$ cat config.mk
export PLATFORM = sky130hd
export DESIGN_NAME = jk_bank_driver
export DESIGN_NICKNAME = d
export VERILOG_FILES = /design/src/rtl/jk_pkg.sv /design/src/rtl/jk_cell.sv /design/src/rtl/jk_bank_driver.sv
export SDC_FILE = /design/constraint.sdc
export NUM_CORES = 1
export LEC_CHECK = 0
export BUFFER_PORTS_ARGS = -buffer_cell sky130_fd_sc_hd__buf_4
export CAP_MARGIN = 15
export CORE_AREA = 2 2 86 63
export DETAILED_ROUTE_END_ITERATION = 16
export DIE_AREA = 0 0 88 65
export PLACE_DENSITY = 0.82
export SLEW_MARGIN = 20
export SYNTH_ARGS = -nofsm -noshare
export SYNTH_HDL_FRONTEND = slang
export SYNTH_SLANG_ARGS = --single-unit
$ cat constraint.sdc
create_clock -name clk -period 8 [get_ports clk]
set_input_delay 0.4 -clock clk [delete_from_list [all_inputs] [get_ports clk]]
set_output_delay 0.4 -clock clk [all_outputs]
set_load 0.02 [all_outputs]
$ cat src/rtl/jk_pkg.sv
// Shared types and helpers for the JK bank driver: FSM states, request modes
// and the per-bit JK excitation used for word loads.
package jk_pkg;

  typedef enum logic [1:0] {
    IDLE  = 2'd0,
    APPLY = 2'd1,
    CHECK = 2'd2
  } state_t;

  localparam logic MODE_LOAD   = 1'b0;
  localparam logic MODE_TOGGLE = 1'b1;

  // Returns {j, k} that moves a cell from q_cur to q_tgt without using J=K=1.
  function automatic logic [1:0] jk_excite(input logic q_cur, input logic q_tgt);
    return {~q_cur & q_tgt, q_cur & ~q_tgt};
  endfunction

endpackage

$ cat src/rtl/jk_cell.sv
// Single JK flip-flop: 00 hold, 01 clear, 10 set, 11 toggle; sync active-high reset.
module jk_cell (
  input  logic clk,
  input  logic reset,
  input  logic j,
  input  logic k,
  output logic q
);

  always_ff @(posedge clk) begin
    if (reset) begin
      q <= 1'b0;
    end else begin
      case ({j, k})
        2'b01:   q <= 1'b0;
        2'b10:   q <= 1'b1;
        2'b11:   q <= ~q;
        default: q <= q;
      endcase
    end
  end

endmodule

$ cat src/rtl/jk_bank_driver.sv
// Drives a bank of JK cells to a requested word or toggles a mask, then
// verifies the result and keeps a saturating count of bits changed.
//
// state | meaning
// IDLE  | ready for a request, bank held
// APPLY | registered J/K presented to the bank
// CHECK | bank compared against the expected word, done issued next edge
module jk_bank_driver
  import jk_pkg::*;
#(
  parameter int WIDTH = 8,
  parameter int CNT_W = 16
) (
  input  logic             clk,
  input  logic             reset,
  input  logic             tgt_valid,
  output logic             tgt_ready,
  input  logic             tgt_mode,
  input  logic [WIDTH-1:0] tgt_data,
  output logic [WIDTH-1:0] q,
  output logic             done,
  output logic             err,
  output logic [CNT_W-1:0] toggle_cnt
);

  localparam int SW = CNT_W + 7;

  state_t           state, state_nxt;
  logic [WIDTH-1:0] exp_q, j_q, k_q;
  logic [WIDTH-1:0] exp_nxt, j_nxt, k_nxt;
  logic [WIDTH-1:0] j_cell, k_cell;
  logic [WIDTH-1:0] diff;
  logic [1:0]       jk;
  logic [5:0]       pop;
  logic [SW-1:0]    sum;
  logic [CNT_W-1:0] cnt_nxt;
  logic             hs;

  always_ff @(posedge clk) begin
    if (reset) state <= IDLE;
    else       state <= state_nxt;
  end

  always_comb begin
    state_nxt = state;
    tgt_ready = 1'b0;
    j_cell    = '0;
    k_cell    = '0;
    case (state)
      IDLE: begin
        tgt_ready = ~reset;
        if (tgt_valid && !reset) state_nxt = APPLY;
      end
      APPLY: begin
        j_cell    = j_q;
        k_cell    = k_q;
        state_nxt = CHECK;
      end
      CHECK:   state_nxt = IDLE;
      default: state_nxt = IDLE;
    endcase
  end

  assign hs = tgt_valid & tgt_ready;

  always_comb begin
    exp_nxt = (tgt_mode == MODE_TOGGLE) ? (q ^ tgt_data) : tgt_data;
    j_nxt   = '0;
    k_nxt   = '0;
    jk      = '0;
    for (int i = 0; i < WIDTH; i++) begin
      if (tgt_mode == MODE_TOGGLE) jk = {tgt_data[i], tgt_data[i]};
      else                         jk = jk_excite(q[i], tgt_data[i]);
      j_nxt[i] = jk[1];
      k_nxt[i] = jk[0];
    end
  end

  // Bits that will change equals popcount of the J|K excitation, i.e. q ^ exp.
  always_comb begin
    diff = q ^ exp_nxt;
    pop  = '0;
    for (int i = 0; i < WIDTH; i++) pop = pop + 6'(diff[i]);
    sum     = SW'(toggle_cnt) + SW'(pop);
    cnt_nxt = (|sum[SW-1:CNT_W]) ? {CNT_W{1'b1}} : sum[CNT_W-1:0];
  end

  always_ff @(posedge clk) begin
    if (reset) begin
      exp_q      <= '0;
      j_q        <= '0;
      k_q        <= '0;
      done       <= 1'b0;
      err        <= 1'b0;
      toggle_cnt <= '0;
    end else begin
      done <= (state == CHECK);
      if (state == CHECK) err <= (q != exp_q);
      if (hs) begin
        exp_q      <= exp_nxt;
        j_q        <= j_nxt;
        k_q        <= k_nxt;
        toggle_cnt <= cnt_nxt;
      end
    end
  end

  for (genvar i = 0; i < WIDTH; i++) begin : g_cell
    jk_cell u_cell (
      .clk   (clk),
      .reset (reset),
      .j     (j_cell[i]),
      .k     (k_cell[i]),
      .q     (q[i])
    );
  end

endmodule

==> results.yml <==
critical_path:
  crit_type: "reg -> reg"
  end_kind: "flip-flop"
  critPathArrivalTime_ps: 5120
  critPathLaunchType: "flip-flop"
  startpoint: "g_cell[2].u_cell.q"
  r2r_start: "g_cell[2].u_cell.q"
  r2r_end: "toggle_cnt[1]"
  crit_fanout: 9
  rr_worst_depth: 15
  crit_required_ps: 8240
  reg2reg_slack_ps: 3120
power_and_ir_drop:
  switchingPower_mw: 0.209
  power_density_nw_per_um2: 191
  power_leakage_nw: 1.31
  internal_power_mw: 0.412
  swShare_pct: 33.6
  p_comb_share_pct: 28.7
  power_frac_clock_pct: 25.0
  ir_worst_vdd_mv: 0.119
  p_seq_share_pct: 46.2
timing:
  final-setup-viol-count: 0
  tns_ps: 0
  rsz0062_at_grt: "false"
  drv_slew: 0
  skew_ps: 2.72
  fin_crit_ps: 4880
  fmax_mhz: 205
  min_period_over_period_pct: 61.0
  slew_headroom_pct: 53.8
  worst_slew_pin_slew_ps: 692
  hold_viol: 0
  worst_slack_ps: 3120
routing:
  firstDrtPassIters: 4
  ant_nets: 0
  drcViolationCount: 0
  via_count: 2337
  via_per_inst: 5.49
  wire_per_inst_um: 13.7
  routed_wl_um: 5820
  drt_iter0_markers: 131
clocking:
  cts_resized: 0
  clk_latency_ps: 310
  cts_root_buf: "clkbuf_8"
  cts_buffers: 5
  cts.sinks: 52
  postCtsHoldBufs: 0
  cts_tree: "done"
  clk_path_buf_depth: 2
  path_clk_slew_ps: 100
  cts_setup_buffers: 0
  htreeDepth: 2
finish:
  finish.utilization_pct: 65.1
  mostFrequentLayoutCells: "dfxtp_1 (52), nor2_1 (42), buf_4 (38)"
  syn_to_final_growth_pct: 11.5
  diodes: 0
  final_common_cell: "dfxtp_1"
  final_cell_count_no_fill: 426
  final_net_count: 392
  layout-drive-gt1-share_pct: 14.4
  nFillCells: 434
global_route:
  grtUsageTotal_pct: 21.9
  grt_max_degree: 54
  grt_pass1_vias: 2140
  antenna_found_initial: 0
  grt_pass1_wl_um: 9820
  grt_overflow_total: 0
die:
  die_h_um: 65
  coreArea_um2: 4980
  start_util_pct: 58.4
  std_cell_rows: 22
  die_area_um2: 5720
  die_width_um: 88
  ios: 39
outcome:
  status: "finished, final reports clean"
place:
  dp_hpwl_um: 4030
  dp.cells: 418
  post-place-ws_ps: 3080
  port_buffers: 38
  place_congestion: 0.830
logic_synthesis:
  synth_largest_type_area_fraction_pct: 35.8
  synth_fp_nets: 373
  ys_seq_area_share_pct: 35.8
  yosys.area.top_type: "dfxtp_1"
  netlist_area_um2: 2910
  synth_seq_cells: 52
  synth_area_leaders: "dfxtp_1 (36%), ha_1 (9.5%), a21oi_1 (5.8%)"
  syn_area_per_cell_um2: 8.72
  yosysWarnings: 0
  synth.distinct_cells: 36
  synth_cells: 334
worst_hold_path:
  hold_depth: 3
  worstHoldPathType: "in -> reg"
  worstHoldEndpoint: "k_q[2]"
  hp-start: "tgt_data[2]"
job:
  maxCapViolCount: 0
-- worst max path at each step --
stage / endpoint
finish: toggle_cnt[1]
detailed placement: toggle_cnt[13]
CTS: toggle_cnt[1]
global route: toggle_cnt[7]
floorplan: toggle_cnt[11]
global placement: toggle_cnt[11]
-- power by group through the flow --
| stage | clock network (mW) | logic [mW] | registers, mW |
|---|---|---|---|
| 2_1_floorplan | 0 | 0.128 | 0.296 |
| 3_3_place_gp | 0 | 0.171 | 0.293 |
| 3_5_place_dp | 0 | 0.177 | 0.293 |
| 4_1_cts | 0.158 | 0.180 | 0.287 |
| 5_1_grt | 0.169 | 0.205 | 0.290 |
| 6_report | 0.155 | 0.179 | 0.287 |
-- flip-flops by register name, summed over array words and instances (netlist names) --
register / cells
exp_q: 8
j_q: 8
toggle_cnt: 16
done: 1
err: 1
k_q: 8
g_cell.u_cell.q: 8
state: 2
-- critical path, cell delays in order, from the launching register on --
cell and delay, ps:
dfxtp_1 470, ha_1 280, nand2_1 60, o21ai_0 130, xnor2_1 290, fa_1 490
fa_1 550, inv_1 50, fa_1 500, fa_1 450, inv_1 80, fa_1 200
nand3_1 140, a211o_4 390, or4_4 560, a31oi_1 160
-- per-layer routing --
metal	track usage, %	wire length [µm]
met1	29.9	2890
met2	34.6	2610
met3	6.62	292
met4	4.04	29
met5	0	0
-- kinds of logic (layout without fill, tap and decap cells) --
kind of cell / count (synthesis) / count (layout) / synth area share (%)
simple gates: 86 / 86 / 13.4
compound gates: 80 / 80 / 17.5
flops: 52 / 52 / 35.8
buf+inv: 49 / 69 / 7.65
fa+ha+maj: 27 / 27 / 12.9
xor+xnor: 23 / 23 / 6.92
mux: 17 / 17 / 5.84
-- area by class of cell --
class	count	area, µm²	share of cell area [%]
Sequential cell	52	1040	32.1
Tap cell	72	90.1	2.78
Inverter	23	86.3	2.66
Multi-Input combinational cell	233	1650	50.8
Clock buffer	5	68.8	2.12
Timing Repair Buffer	38	285	8.79
Clock inverter	3	23.8	0.732
-- stage by stage --
| step | cell area, µm² | power [mW] | hold slack [ps] |
|---|---|---|---|
| floorplan | 2910 | 0.425 | 432 |
| global placement | 3150 | 0.464 | 437 |
| detailed placement | 3150 | 0.471 | 444 |
| CTS | 3240 | 0.625 | 448 |
| global route | 3250 | 0.664 | 463 |
| finish | 3250 | 0.621 | 453 |
-- Yosys cell counts --
master,count
a211o_4,1
a211oi_1,17
a21oi_1,34
a311oi_1,9
a31oi_1,4
and2_1,1
and3_1,1
buf_2,1
buf_4,8
buf_6,1
clkbuf_1,16
dfxtp_1,52
fa_1,5
ha_1,22
inv_1,23
mux2i_1,17
nand2_1,16
nand2b_1,2
nand3_1,7
nand4_1,4
nor2_1,43
nor2b_1,1
nor3_1,5
nor3b_1,1
nor4_1,1
o211a_1,1
o211ai_1,2
o21a_1,1
o21ai_0,10
o31a_1,1
or3_1,1
or4_1,1
or4_4,1
or4b_4,1
xnor2_1,18
xor2_1,5
Note: power is estimated with default switching activity, not from simulation.
